===== src/rtl/recip_byte_seq.sv =====
// Byte-serial front/back end for the combinational reciprocal core: gathers an operand over
// handshaked byte transfers, captures the core result for one cycle, then streams it back out.
module recip_byte_seq #(
    parameter int unsigned DATA_W = 24,
    parameter int unsigned BYTE_W = 8
) (
    input  logic              clk,
    input  logic              rst_n,
    input  logic [BYTE_W-1:0] i_byte,
    input  logic              i_valid,
    output logic              o_ready,
    input  logic              i_abs,
    input  logic              i_clear,
    output logic [DATA_W-1:0] o_core_data,
    output logic              o_core_abs,
    input  logic [DATA_W-1:0] i_core_data,
    input  logic              i_core_sat,
    output logic [BYTE_W-1:0] o_byte,
    output logic              o_valid,
    input  logic              i_ready,
    output logic              o_sat,
    output logic              o_busy
);

    localparam int unsigned NBYTES  = DATA_W / BYTE_W;
    localparam logic [1:0]  LastCnt = 2'(NBYTES - 1);

    typedef enum logic [1:0] {
        StLoad,
        StCalc,
        StSend
    } state_e;

    state_e            state_q, state_d;
    logic [1:0]        cnt_q, cnt_d;
    logic [DATA_W-1:0] operand_q, operand_d;
    logic [DATA_W-1:0] result_q, result_d;
    logic              abs_q, abs_d;
    logic              sat_q, sat_d;

    always_ff @(posedge clk or negedge rst_n) begin
        if (!rst_n) begin
            state_q   <= StLoad;
            cnt_q     <= '0;
            operand_q <= '0;
            result_q  <= '0;
            abs_q     <= 1'b0;
            sat_q     <= 1'b0;
        end else begin
            state_q   <= state_d;
            cnt_q     <= cnt_d;
            operand_q <= operand_d;
            result_q  <= result_d;
            abs_q     <= abs_d;
            sat_q     <= sat_d;
        end
    end

    always_comb begin
        state_d   = state_q;
        cnt_d     = cnt_q;
        operand_d = operand_q;
        result_d  = result_q;
        abs_d     = abs_q;
        sat_d     = sat_q;
        // Clear wins over any handshake in the same cycle; data registers keep their values.
        if (i_clear) begin
            state_d = StLoad;
            cnt_d   = '0;
        end else begin
            case (state_q)
                StLoad: begin
                    if (i_valid) begin
                        operand_d = {operand_q[DATA_W-BYTE_W-1:0], i_byte};
                        if (cnt_q == LastCnt) begin
                            cnt_d   = '0;
                            abs_d   = i_abs;
                            state_d = StCalc;
                        end else begin
                            cnt_d = cnt_q + 2'd1;
                        end
                    end
                end
                StCalc: begin
                    result_d = i_core_data;
                    sat_d    = i_core_sat;
                    state_d  = StSend;
                end
                StSend: begin
                    if (i_ready) begin
                        result_d = result_q << BYTE_W;
                        if (cnt_q == LastCnt) begin
                            cnt_d   = '0;
                            state_d = StLoad;
                        end else begin
                            cnt_d = cnt_q + 2'd1;
                        end
                    end
                end
                default: begin
                    state_d = StLoad;
                    cnt_d   = '0;
                end
            endcase
        end
    end

    assign o_ready     = (state_q == StLoad);
    assign o_valid     = (state_q == StSend);
    assign o_busy      = (state_q == StCalc) || (state_q == StSend);
    assign o_byte      = result_q[DATA_W-1 -: BYTE_W];
    assign o_core_data = operand_q;
    assign o_core_abs  = abs_q;
    assign o_sat       = sat_q;

endmodule


===== config.mk =====
export PLATFORM = sky130hd
export DESIGN_NAME = recip_byte_seq
export DESIGN_NICKNAME = d
export VERILOG_FILES = /design/src/rtl/recip_byte_seq.sv
export SDC_FILE = /design/constraint.sdc
export NUM_CORES = 1
export LEC_CHECK = 0
export BUFFER_PORTS_ARGS = -buffer_cell sky130_fd_sc_hd__buf_2
export CORE_UTILIZATION = 40
export DETAILED_ROUTE_END_ITERATION = 16
export PLACE_DENSITY = 0.65
export SLEW_MARGIN = 15
export SYNTH_ARGS = -nofsm -noshare
export SYNTH_HDL_FRONTEND = slang
export SYNTH_SLANG_ARGS = --single-unit

===== constraint.sdc =====
create_clock -name clk -period 2.5 [get_ports clk]
set_input_delay 0.375 -clock clk [delete_from_list [all_inputs] [get_ports clk]]
set_output_delay 0.375 -clock clk [all_outputs]
set_load 0.1 [all_outputs]

# Yosys cells after proc, flatten, opt, wreduce, memory -nomap -nowiden
# Cells that the tools add are included.
# Widths: inputs -> output; s select.
# totals
regBits,54
latch_bits,0
ram_bits,0
mem_bits_ro,0
input_bits,39
elab_cells,39
mem_count,0
# classes
add_sub_neg,1
multipliers,0
div,0
magnitude_cmp,0
eq_ne,9
n_shift,0
mux,13
bitwise,1
n_reduce_logical,9
# ops
op,count
$pmux 24 s2,1
$mux 24,1
$mux 2,9
$pmux 2 s3,2
$ne 3x2->1 const B,3
$reduce_and 3->1,3
$reduce_and 4->1,2
$eq 2x2->1 const B,2
$ne 3x1->1 const B,1
$add 2x1->2 const B,1
$eq 2x1->1 const B,1
$logic_not 2->1,1
$ne 2x1->1 const B,1
$ne 2x2->1 const B,1
$reduce_and 2->1,1
$reduce_bool 2->1,1
$logic_or 1x1->1,1
$not 1->1,1

# Longest topological paths before layout
# depth
ltp_word,5
depth_mapped,8
mapped_depth_nobuf,6

# Worst setup path before layout
# OpenSTA, ideal clock, no wires.
# synth_timing
path_kind,flip-flop to flip-flop
startpoint,register state_q[0]
endpoint,register cnt_q[0]
setup_time_ns,0.080
arrival_ns,2.310
required_time_ns,2.420
path_slack_ns,0.110
path_stages_with_launch,7
path_buffers,1
synth_period_minus_slack_ns,2.390
path_cell_list,dfrtp_1 inv_1 ha_1 buf_4 nor2_1 or4_4 o22ai_2
# synth_via
elab_chain_len,3
elab_cells_between_ends,9
classes_between,eq/ne (5); mux (2); reduce/logical (2)
# synth_rtl
item,line,rtl
start: declaration,34,"state_e state_q, state_d;"
start signal: assignment,43,state_q <= StLoad;
start signal: assignment,50,state_q <= state_d;
$eq 2x2->1 *,n/a,
net o_valid,19,"output logic o_valid,"
$ne 3x2->1 (no source line) or $pmux 2 s3 (tied branches),n/a,
$reduce_and 3->1 (no source line) or $mux 2 (tied branches),n/a,
end signal: assignment,51,cnt_q <= cnt_d;
end: declaration,35,"logic [1:0] cnt_q, cnt_d;"
# Mark *: on every way through the listed nets, which the timed path passes. The rest lies on a longest branch.
# A chain may end at the register's enable or synchronous reset.

# Worst setup path after layout
# layout_timing
startpoint,register state_q[0]
endpoint,output o_busy
# layout_via
elab_chain_len,2
elab_cells_between_ends,3
classes_between,eq/ne (2); reduce/logical (1)
# layout_rtl
item,line,rtl
$eq 2x1->1 or $eq 2x2->1 (tied branches),110,assign o_busy = (state_q == StCalc) || (state_q == StSend);
$logic_or 1x1->1 *,110,
end: declaration,22,output logic o_busy
# Mark *: on every way between the ends. The rest lies on a longest branch, timed or not.

==> impl_metrics.env <==
export IMPL_pre_cts_ws_ns=0.7033
export IMPL_cts_resized_gates=0
export IMPL_cp_arrival_ns=1.46
export IMPL_max_freq_mhz=544.8
export IMPL_cts_post_setup_buffers_inserted=0
export IMPL_post_synth_top_area_cell="dfrtp_1"
export IMPL_synth_commonest_cells="dfrtp_1 (54), mux2_2 (26), mux2i_1 (18)"
export IMPL_antenna_found_initial=0
export IMPL_globalRouteTotalUtil_pct=14.28
export IMPL_count_of_state_elements_after_synthesis=54
export IMPL_postSynthAreaPerCell_um2=12.70
export IMPL_yosys_cell_count_top_type="dfrtp_1"
export IMPL_cp_data_required_time_ns=2.12
export IMPL_detailed_route_drc_error_count=0
export IMPL_ff_latch_area_um2=1351
export IMPL_pin_count=76
export IMPL_cts_clk_slew_worst_paths_ns=0.09
export IMPL_class_of_the_tightest_hold_or_removal_check="primary input to asynchronous set/reset pin"
export IMPL_postSynthCellCount=188
export IMPL_cp_startpoint="state_q[0]$_DFFE_PN0P_"
export IMPL_post_route_worst_setup_slack_ns=0.6644
export IMPL_yosys_warnings=0
export IMPL_post_route_period_util_pct=73.42
export IMPL_r2r_worst_path_cells=6
export IMPL_slew_headroom_pct=48.65
export IMPL_die_height_um=79.26
export IMPL_number_of_global_route_vias_before_repair=1469
export IMPL_finalMaxSlewViolations=0
export IMPL_numCtsBuffers=5
export IMPL_setup_total_negative_slack_ns=0
export IMPL_ys_seq_area_share_pct=56.60
export IMPL_multi_input_area_um2=900.9
export IMPL_ys_async_sr_fraction_pct=100.0
export IMPL_worst_r2r_setup_slack_ns=0.70
export IMPL_drt_vias_per_instance=4.699
export IMPL_grt_ovfl_total=0
export IMPL_worst_r2r_endpoint="result_q[2]$_DFFE_PN0P_"
export IMPL_port_buffers=75
export IMPL_largest_net_degree_at_the_start_of_global_routing=41
export IMPL_htreeDepth=2
export IMPL_detailedPlacementHpwl_mm=3.192
export IMPL_synth_net_count=231
export IMPL_path_class="flip-flop to primary output"
export IMPL_clk_insertion_delay_late_ns=0.30
export IMPL_hold_buffers=0
export IMPL_syn_std_cell_area_um2=2387
export IMPL_outcome="finished clean"
export IMPL_ant_nets=0
export IMPL_fraction_of_layout_cells_with_a_size_suffix_above_1_pct=45.91
export IMPL_cts_sinks=54
export IMPL_worst_clock_skew_ns=0.006131
export IMPL_core_um2=5642
export IMPL_die_area_um2=6281
export IMPL_post_synth_edffs=0
export IMPL_root_buffer="clkbuf_8"
export IMPL_drt_wirelength_per_cell_um=13.14
export IMPL_initial_util_pct=42.32
export IMPL_r2r_start="state_q[0]$_DFFE_PN0P_"
export IMPL_cp_end_kind="primary output"
export IMPL_final_min_clock_period_ns=1.836
export IMPL_firstDrtPassIters=4
export IMPL_layout_nets=299
export IMPL_gpl_final_weighted_congestion=0.8950
export IMPL_synth_cell_types=28
export IMPL_yosys_top_cells_area="dfrtp_1 (57%), mux2_2 (12%), mux2i_1 (7.5%)"
export IMPL_final_hold_viol_count=0
export IMPL_rsz0062_at_grt="no"
export IMPL_drt_first_iter_violations=56
export IMPL_yosys_area_top_type_share_pct=56.60
export IMPL_via_count=1546
export IMPL_num_rows=27
export IMPL_timing_hold_ws_ns=0.1354
export IMPL_postSynth_topFlopCell="dfrtp_1"
export IMPL_fillCellCount=527
export IMPL_maxCapViolCount=0
export IMPL_antennaDiodeCount=0
export IMPL_cts_max_path_buffers=2
export IMPL_setup_violations_final=0
export IMPL_endpoint="o_busy"
export IMPL_fp_dieW_um=79.26
export IMPL_areaGrowthSynthToFinish_pct=20.49
export IMPL_timing_critical_path_fanout_max=4
export IMPL_wirelength_mm=4.324
export IMPL_tritoncts_clock_tree="done"
export IMPL_first_pass_grt_wire_length_mm=6.982
export IMPL_tightest_slew_ns=0.7703
export IMPL_start_kind="flip-flop"
[critical path, cell delays in order, from the launching register on]
cell and delay, ns:
dfrtp_1 0.39, inv_1 0.09, ha_1 0.27, buf_2 0.41
[stage by stage]
stage / cell area [um^2] / util, % / cells
global route: 2877 / 50.99 / 329
detailed placement: 2781 / 49.30 / 321
CTS: 2877 / 50.99 / 329
floorplan: 2387 / - / 188
global placement: 2781 / 49.30 / 321
finish: 2877 / 50.99 / 329
[cell type report]
class                      count  share of cell area [%]
timing repair buffer          79                   14.62
inverter                       5                  0.6525
clock inverter                 2                  0.4350
multi-input combinational    111                   31.32
clock buffer                   6                   2.871
sequential                    54                   46.98
tap                           72                   3.132
[cells in the final DEF, fill, tap and decap left out]
master / n
a31oi_1: 1
nor2_1: 4
or4_4: 1
or3_1: 1
nand2_1: 17
clkbuf_8: 6
o22ai_2: 2
buf_4: 4
a22oi_1: 1
mux2i_1: 18
dfrtp_1: 54
or2_2: 1
nand3b_1: 2
o21ai_0: 6
buf_12: 1
a22o_1: 8
nor2b_1: 1
nand2b_1: 2
inv_1: 5
and2_0: 1
and2_1: 1
or2_1: 1
ha_1: 4
o21ai_1: 11
nand3b_4: 1
o32ai_1: 1
clkinvlp_4: 1
mux2_2: 26
buf_2: 74
clkinv_2: 1
[worst min path at each step]
| stage | startpoint | endpoint | slack (ns) | depth (start not counted) |
|---|---|---|---|---|
| 2_1_floorplan | rst_n | cnt_q[0]$_DFFE_PN0P_ | 0.08 | 0 |
| 3_3_place_gp | result_q[17]$_DFFE_PN0P_ | result_q[17]$_DFFE_PN0P_ | 0.46 | 2 |
| 3_5_place_dp | result_q[16]$_DFFE_PN0P_ | result_q[16]$_DFFE_PN0P_ | 0.47 | 2 |
| 4_1_cts | rst_n | o_sat$_DFFE_PN0P_ | 0.17 | 1 |
| 5_1_grt | rst_n | o_sat$_DFFE_PN0P_ | 0.21 | 1 |
| 6_report | rst_n | state_q[0]$_DFFE_PN0P_ | 0.14 | 1 |
[state kept, by name (all words and copies together) (netlist names)]
signal,count
result_q,24
o_core_abs,1
cnt_q,2
o_sat,1
o_core_data,24
state_q,2
[per-layer routing]
| metal | GRT usage (%) | part of all wire [%] | vias up | routed length (um) |
|---|---|---|---|---|
| met5 | 0 | 0 | - | 0 |
| met4 | 4.364 | 1.2 | 0 | 51 |
| met3 | 2.874 | 4.6 | 4 | 199 |
| met2 | 22.50 | 46 | 37 | 1997 |
| met1 | 19.78 | 48 | 725 | 2076 |
| li1 | - | - | 780 | - |
[kinds of logic (layout without fill, tap and decap cells)]
logic type	count (synthesis)	count (layout)	share of synthesized area (%)
AND/OR/NAND/NOR	33	33	7.338
buffers and inverters	23	92	5.660
AO/OA/AOI/OAI	30	30	8.491
flip-flops	54	54	56.60
multiplexers	44	44	19.81
adder cells (fa/ha/maj)	4	4	2.097
Power is not shown: default switching activity piles up to over one toggle a cycle in this logic, so the estimate is an artifact.
